File: config.mk
export PLATFORM = sky130hd
export DESIGN_NAME = lsu_mem_ctrl_flat
export DESIGN_NICKNAME = d
export VERILOG_FILES = /design/src/rtl/lsu_mem_ctrl_if.sv /design/src/rtl/lsu_mem_ctrl.sv /design/src/flat_wrapper.sv
export SDC_FILE = /design/constraint.sdc
export NUM_CORES = 1
export LEC_CHECK = 0
export BUFFER_PORTS_ARGS = -buffer_cell sky130_fd_sc_hd__buf_2
export CORE_UTILIZATION = 40
export CTS_BUF_LIST = sky130_fd_sc_hd__clkbuf_4 sky130_fd_sc_hd__clkbuf_8
export DETAILED_ROUTE_END_ITERATION = 7
export PLACE_DENSITY = 0.75
export RECOVER_POWER = 50
export SYNTH_ARGS = -nofsm -noshare
export SYNTH_HDL_FRONTEND = slang
export SYNTH_SLANG_ARGS = --single-unit
File: constraint.sdc
create_clock -name i_clk -period 2.9 [get_ports i_clk]
set_clock_uncertainty 0.2 [all_clocks]
set_input_delay 0.435 -clock i_clk [delete_from_list [all_inputs] [get_ports i_clk]]
set_output_delay 0.435 -clock i_clk [all_outputs]
set_load 0.005 [all_outputs]
File: src/rtl/lsu_mem_ctrl_if.sv
// Core/RAM-facing bundle of the load/store unit; slave = LSU, master = core plus RAM side.
// Unshifted byte lanes: RAM aligns write data/enables and right-justifies read data by mem_addr[1:0].
interface lsu_mem_ctrl_if #(
    parameter int ADDR_W = 14
);
    logic              req_valid;
    logic              req_ready;
    logic              req_we;
    logic [2:0]        req_funct3;
    logic [31:0]       req_addr;
    logic [31:0]       req_wdata;
    logic              resp_valid;
    logic [31:0]       resp_rdata;
    logic              resp_err;
    logic [ADDR_W-1:0] mem_addr;
    logic [31:0]       mem_wdata;
    logic              mem_we;
    logic [3:0]        mem_byte_we;
    logic [31:0]       mem_rdata;

    modport slave (
        input  req_valid, req_we, req_funct3, req_addr, req_wdata, mem_rdata,
        output req_ready, resp_valid, resp_rdata, resp_err,
        output mem_addr, mem_wdata, mem_we, mem_byte_we
    );

    modport master (
        output req_valid, req_we, req_funct3, req_addr, req_wdata, mem_rdata,
        input  req_ready, resp_valid, resp_rdata, resp_err,
        input  mem_addr, mem_wdata, mem_we, mem_byte_we
    );
endinterface

File: src/rtl/lsu_mem_ctrl.sv
// Single-outstanding RV32I load/store unit in front of wide_ram; LSU_MISALIGN_TRAP_EN traps misaligned H/W.
// Latency: error resp T+1, store resp T+2, load resp T+2+RD_LAT after accept at edge T.
// Backpressure: req_ready only in IDLE; resp_valid is a one-cycle pulse the consumer must take.
module lsu_mem_ctrl #(
    parameter int ADDR_W = 14,
    parameter int RD_LAT = 1
) (
    input  logic          i_clk,
    input  logic          i_rst_n,
    lsu_mem_ctrl_if.slave bus
);
    typedef enum logic [1:0] {S_IDLE, S_ACCESS, S_WAIT, S_RESP} state_t;

    localparam logic [1:0] LP_CNT_INIT = 2'(RD_LAT - 1);

    state_t            r_state;
    state_t            w_next;
    logic              r_we;
    logic [2:0]        r_f3;
    logic              r_err;
    logic [ADDR_W-1:0] r_mem_addr;
    logic [31:0]       r_mem_wdata;
    logic [3:0]        r_bwe;
    logic [31:0]       r_rdata;
    logic [1:0]        r_cnt;

    logic              w_accept;
    logic              w_f3_ok;
    logic              w_range_ok;
    logic              w_err;
    logic [3:0]        w_bwe;
    logic [31:0]       w_ext;

    assign w_accept   = (r_state == S_IDLE) && bus.req_valid;
    assign w_range_ok = (bus.req_addr[31:ADDR_W] == '0);

    always_comb begin
        w_f3_ok = 1'b0;
        w_bwe   = 4'b0000;
        if (bus.req_we) begin
            case (bus.req_funct3)
                3'b000:  begin w_f3_ok = 1'b1; w_bwe = 4'b0001; end
                3'b001:  begin w_f3_ok = 1'b1; w_bwe = 4'b0011; end
                3'b010:  begin w_f3_ok = 1'b1; w_bwe = 4'b1111; end
                default: w_f3_ok = 1'b0;
            endcase
        end else begin
            case (bus.req_funct3)
                3'b000, 3'b001, 3'b010, 3'b100, 3'b101: w_f3_ok = 1'b1;
                default:                                w_f3_ok = 1'b0;
            endcase
        end
    end

`ifdef LSU_MISALIGN_TRAP_EN
    logic w_misalign;
    assign w_misalign = ((bus.req_funct3[1:0] == 2'b01) && bus.req_addr[0]) ||
                        ((bus.req_funct3[1:0] == 2'b10) && (bus.req_addr[1:0] != 2'b00));
    assign w_err = !w_f3_ok || !w_range_ok || w_misalign;
`else
    // Misaligned accesses go through; the RAM drops bytes beyond the word boundary.
    assign w_err = !w_f3_ok || !w_range_ok;
`endif

    always_comb begin
        w_ext = bus.mem_rdata;
        case (r_f3)
            3'b000:  w_ext = {{24{bus.mem_rdata[7]}}, bus.mem_rdata[7:0]};
            3'b100:  w_ext = {24'h0, bus.mem_rdata[7:0]};
            3'b001:  w_ext = {{16{bus.mem_rdata[15]}}, bus.mem_rdata[15:0]};
            3'b101:  w_ext = {16'h0, bus.mem_rdata[15:0]};
            default: w_ext = bus.mem_rdata;
        endcase
    end

    always_ff @(posedge i_clk or negedge i_rst_n) begin
        if (!i_rst_n) begin
            r_state <= S_IDLE;
        end else begin
            r_state <= w_next;
        end
    end

    always_comb begin
        w_next = r_state;
        case (r_state)
            S_IDLE:   if (bus.req_valid) w_next = w_err ? S_RESP : S_ACCESS;
            S_ACCESS: w_next = r_we ? S_RESP : S_WAIT;
            S_WAIT:   if (r_cnt == 2'd0) w_next = S_RESP;
            S_RESP:   w_next = S_IDLE;
            default:  w_next = S_IDLE;
        endcase
    end

    always_comb begin
        bus.req_ready   = (r_state == S_IDLE);
        bus.mem_addr    = r_mem_addr;
        bus.mem_wdata   = r_mem_wdata;
        bus.mem_we      = (r_state == S_ACCESS) && r_we;
        bus.mem_byte_we = (r_state == S_ACCESS) ? r_bwe : 4'b0000;
        bus.resp_valid  = (r_state == S_RESP);
        bus.resp_err    = (r_state == S_RESP) && r_err;
        bus.resp_rdata  = (r_state == S_RESP) ? r_rdata : 32'h0;
    end

    // Rejected requests never touch the RAM-facing registers, so mem_addr keeps its last legal value.
    always_ff @(posedge i_clk or negedge i_rst_n) begin
        if (!i_rst_n) begin
            r_we        <= 1'b0;
            r_f3        <= 3'b000;
            r_err       <= 1'b0;
            r_mem_addr  <= '0;
            r_mem_wdata <= 32'h0;
            r_bwe       <= 4'b0000;
            r_rdata     <= 32'h0;
            r_cnt       <= 2'd0;
        end else begin
            if (w_accept) begin
                r_we    <= bus.req_we;
                r_f3    <= bus.req_funct3;
                r_err   <= w_err;
                r_rdata <= 32'h0;
                if (!w_err) begin
                    r_mem_addr  <= bus.req_addr[ADDR_W-1:0];
                    r_mem_wdata <= bus.req_wdata;
                    r_bwe       <= w_bwe;
                end
            end
            if ((r_state == S_ACCESS) && !r_we) begin
                r_cnt <= LP_CNT_INIT;
            end
            if (r_state == S_WAIT) begin
                if (r_cnt == 2'd0) begin
                    r_rdata <= w_ext;
                end else begin
                    r_cnt <= r_cnt - 2'd1;
                end
            end
        end
    end
endmodule

File: src/flat_wrapper.sv
// flat-port wrapper written by rule: the top's interface ports become plain ports
module lsu_mem_ctrl_flat 
#(
    parameter int ADDR_W = 14,
    parameter int RD_LAT = 1
)
  (i_clk, i_rst_n, bus_req_valid, bus_req_we, bus_req_funct3, bus_req_addr, bus_req_wdata, bus_mem_rdata, bus_req_ready, bus_resp_valid, bus_resp_rdata, bus_resp_err, bus_mem_addr, bus_mem_wdata, bus_mem_we, bus_mem_byte_we);
  lsu_mem_ctrl_if #(.ADDR_W(ADDR_W)) bus_i ();
  input  logic i_clk;
  input  logic i_rst_n;
  input wire logic [$bits(bus_i.req_valid)-1:0] bus_req_valid;
  input wire logic [$bits(bus_i.req_we)-1:0] bus_req_we;
  input wire logic [$bits(bus_i.req_funct3)-1:0] bus_req_funct3;
  input wire logic [$bits(bus_i.req_addr)-1:0] bus_req_addr;
  input wire logic [$bits(bus_i.req_wdata)-1:0] bus_req_wdata;
  input wire logic [$bits(bus_i.mem_rdata)-1:0] bus_mem_rdata;
  output wire logic [$bits(bus_i.req_ready)-1:0] bus_req_ready;
  output wire logic [$bits(bus_i.resp_valid)-1:0] bus_resp_valid;
  output wire logic [$bits(bus_i.resp_rdata)-1:0] bus_resp_rdata;
  output wire logic [$bits(bus_i.resp_err)-1:0] bus_resp_err;
  output wire logic [$bits(bus_i.mem_addr)-1:0] bus_mem_addr;
  output wire logic [$bits(bus_i.mem_wdata)-1:0] bus_mem_wdata;
  output wire logic [$bits(bus_i.mem_we)-1:0] bus_mem_we;
  output wire logic [$bits(bus_i.mem_byte_we)-1:0] bus_mem_byte_we;
  assign bus_i.req_valid = bus_req_valid;
  assign bus_i.req_we = bus_req_we;
  assign bus_i.req_funct3 = bus_req_funct3;
  assign bus_i.req_addr = bus_req_addr;
  assign bus_i.req_wdata = bus_req_wdata;
  assign bus_i.mem_rdata = bus_mem_rdata;
  assign bus_req_ready = bus_i.req_ready;
  assign bus_resp_valid = bus_i.resp_valid;
  assign bus_resp_rdata = bus_i.resp_rdata;
  assign bus_resp_err = bus_i.resp_err;
  assign bus_mem_addr = bus_i.mem_addr;
  assign bus_mem_wdata = bus_i.mem_wdata;
  assign bus_mem_we = bus_i.mem_we;
  assign bus_mem_byte_we = bus_i.mem_byte_we;
  lsu_mem_ctrl #(.ADDR_W(ADDR_W), .RD_LAT(RD_LAT)) u_core (.i_clk(i_clk), .i_rst_n(i_rst_n), .bus(bus_i));
endmodule
==> reports/results.txt <==
PD cells = 742 mW/mm^2
Crit path required time = 2.27 ns
Ant. Diodes = 0
Detailed Routing Iterations Pass 1 = 4
Top cells by area, synth = dfrtp_1 56%, mux2_2 14%, and2_1 5.8%
Post-CTS Setup Bufs = 0
Sequential area share after synthesis = 0.564
Initial Util = 0.410
Worst-case reg-to-reg path depth = 6
Chip width = 102 um
CP top delay family = flip-flops
Post-DP Area = 0.00508 mm^2
Lkg Pwr = 2.84 nW
WS Path Type = reg2out
Die Span Y = 102 um
Unrepaired setup endpoints after global routing = no
Number of nets in the layout = 636
Slowest-stage cell, CP = dfrtp_1
Worst r2r src = u_core.r_state[0]
CP endpoint = bus_resp_rdata[10]
Critical Path Stages = 4
Sum Neg Setup Slack = 0 ns
CTS Hold Bufs = 1
Post-synth net total = 454
GP Congestion = 0.800
Final wirelength = 9350 um
Mapped Cells = 346
I/O Buffers = 188
Post-synth EDFFs = 0
Via Count = 3257
Post-synth ARST share = 1.00
Slack of the worst reg-to-reg path = 0.76 ns
Top cells by count, synth = 90 x dfrtp_1, 49 x mux2_2, 37 x and2_1
Placed Cells = 649
Worst Path Buf+Inv = 2
Crit. Startpoint = u_core.r_state[1]
Critical Path Start Type = register
Pins over their slew limit = 0
Final hold vios = 0
Post-Syn Area = 0.00399 mm^2
Type of the most critical hold path = in2reg
Max stage delay on crit path = 0.42 ns
Worst slew margin = 0.163
Worst Path Arrival = 1.53 ns
Post-route ant nets = 0
Total power = 3.94 mW
CTS root buf = clkbuf_8
Unique masters post-synth = 27
Element type at the critical path end = output pin
Flops & latches, synth = 90
Number of global-route vias before repair = 3148
Wire per inst = 14.0 um
Longest Clk Path Bufs = 2
Cell taking the most area after synthesis = dfrtp_1
H-tree levels = 3
DRC Markers = 0
# rows = 36
Vias/cell = 4.89
Slew @ Worst Pin = 1.26 ns
Final setup fails = 0
Die area = 0.0104 mm^2
Max FO, Critical Path = 33
Max_cap viols = 0
CTS Buf Count = 9
Clock transition at path regs = 0.09 ns
Main synth FF type = dfrtp_1
Post-DP HPWL = 6840 um
Cell with the most instances after synthesis = dfrtp_1
CTS resizes = 0
GR Util All Layers = 0.181
Multi-input logic area = 0.00162 mm^2
Final non-filler cell total = 666
Share of cells above drive strength 1 = 0.456
Final period util = 0.747
Initial antenna violation count = 1
FF+latch area = 0.00225 mm^2
Final core utilization = 0.545
Ordered cell list for the critical path = ha_1, buf_4, and2_1, buf_2
Outcome = finished, final reports clean
# IOs = 189
Clock latency on the worst-skew pair = 0.34 ns
Fin area = 0.00530 mm^2
Largest net degree at the start of global routing = 51
Filler cells = 883
Min Tclk post-route = 2.17 ns
R2R Path End = u_core.bus.mem_wdata[3]
Global-route wire length before repair = 14700 um
Core Area = 0.00973 mm^2
1st-iter DRT viols = 104
Yosys Warn Count = 0
Grt ovf = 0
Peak VDD IR = 311 uV
CTS tree = yes
Syn avg cell area = 11.5 um^2
F_max = 462 MHz
Layout Area Growth over Synthesis = 32.8%
Clock Sinks = 90
Synth top area share = 0.564
[worst min-delay path by stage]
stage | startpoint | to | slack, ns | cells past startpoint
after global routing | bus_mem_rdata[4] | u_core.r_rdata[4] | 0.07 | 3
after floorplan | i_rst_n | u_core.bus.mem_addr[0] | -0.06 | 0
after CTS | bus_mem_rdata[4] | u_core.r_rdata[4] | 0.06 | 3
after detailed placement | u_core.bus.mem_wdata[4] | u_core.bus.mem_wdata[4] | 0.27 | 1
after global placement | u_core.bus.mem_wdata[4] | u_core.bus.mem_wdata[4] | 0.27 | 1
final | bus_mem_rdata[4] | u_core.r_rdata[4] | 0.08 | 3
[state kept, by name, summed over array words and instances (netlist names)]
signal / count
u_core.bus.mem_addr: 14
u_core.bus.mem_wdata: 32
u_core.r_bwe: 3
u_core.r_cnt: 2
u_core.r_err: 1
u_core.r_f3: 3
u_core.r_rdata: 32
u_core.r_state: 2
u_core.r_we: 1
[per-stage QoR]
stage	setup WS (ns)	hold WS (ns)
after floorplan	0.798	-0.0606
after global placement	0.663	0.266
after detailed placement	0.619	0.274
after CTS	0.687	0.0601
after global routing	0.579	0.0672
final	0.734	0.0786
[tightest hold or removal path: stages]
cell	delay, ns
buf_2	0.07
nand2_1	0.04
nand2_1	0.05
[where the power goes]
group | total [mW] | internal (mW) | switching, mW | leakage (nW)
Sequential | 1.63 | 1.49 | 0.144 | 1.20
Combinational | 1.26 | 0.551 | 0.709 | 1.51
Clock | 1.04 | 0.618 | 0.426 | 0.128
Total | 3.94 | 2.66 | 1.28 | 2.84
[cell usage in the layout (no fill, tap or decap), types with 2 or more instances in the layout]
| cell type | count |
|---|---|
| buf_12 | 3 |
| nor2_1 | 6 |
| a31o_2 | 8 |
| and2_1 | 37 |
| ha_1 | 5 |
| inv_1 | 4 |
| nand2_1 | 19 |
| mux2_2 | 49 |
| o21ai_0 | 28 |
| buf_4 | 3 |
| nor4_1 | 4 |
| nand2b_1 | 3 |
| nand3_1 | 25 |
| buf_2 | 160 |
| clkbuf_4 | 2 |
| clkbuf_1 | 27 |
| a21oi_1 | 26 |
| mux2_1 | 4 |
| clkbuf_8 | 10 |
| o31ai_1 | 3 |
| bufinv_16 | 3 |
| dfrtp_1 | 90 |
[layout make-up]
cell class              count  share of cell area
clock inverters             4              0.0186
inverters                   4             0.00283
repair buffers            195               0.188
multi-input cells         228               0.305
well taps                 133              0.0314
flip-flops and latches     90               0.425
clock buffers              12              0.0288
[layer usage]
metal / vias up / global-route usage / wire length [um]
met5: - / 0 / 13
met4: 2 / 0.0648 / 110
met3: 12 / 0.0499 / 619
met2: 119 / 0.320 / 4700
met1: 1556 / 0.212 / 3910
li1: 1568 / - / -
[kinds of logic after synthesis]
logic type / Yosys count / synth area share
AND/OR/NAND/NOR: 101 / 0.138
flip-flops: 90 / 0.564
AO/OA/AOI/OAI: 67 / 0.0952
multiplexers: 54 / 0.152
buffers and inverters: 28 / 0.0329
adder cells (fa/ha/maj): 5 / 0.0157
XOR/XNOR: 1 / 0.00219
Power figures use the tool's default switching activity.
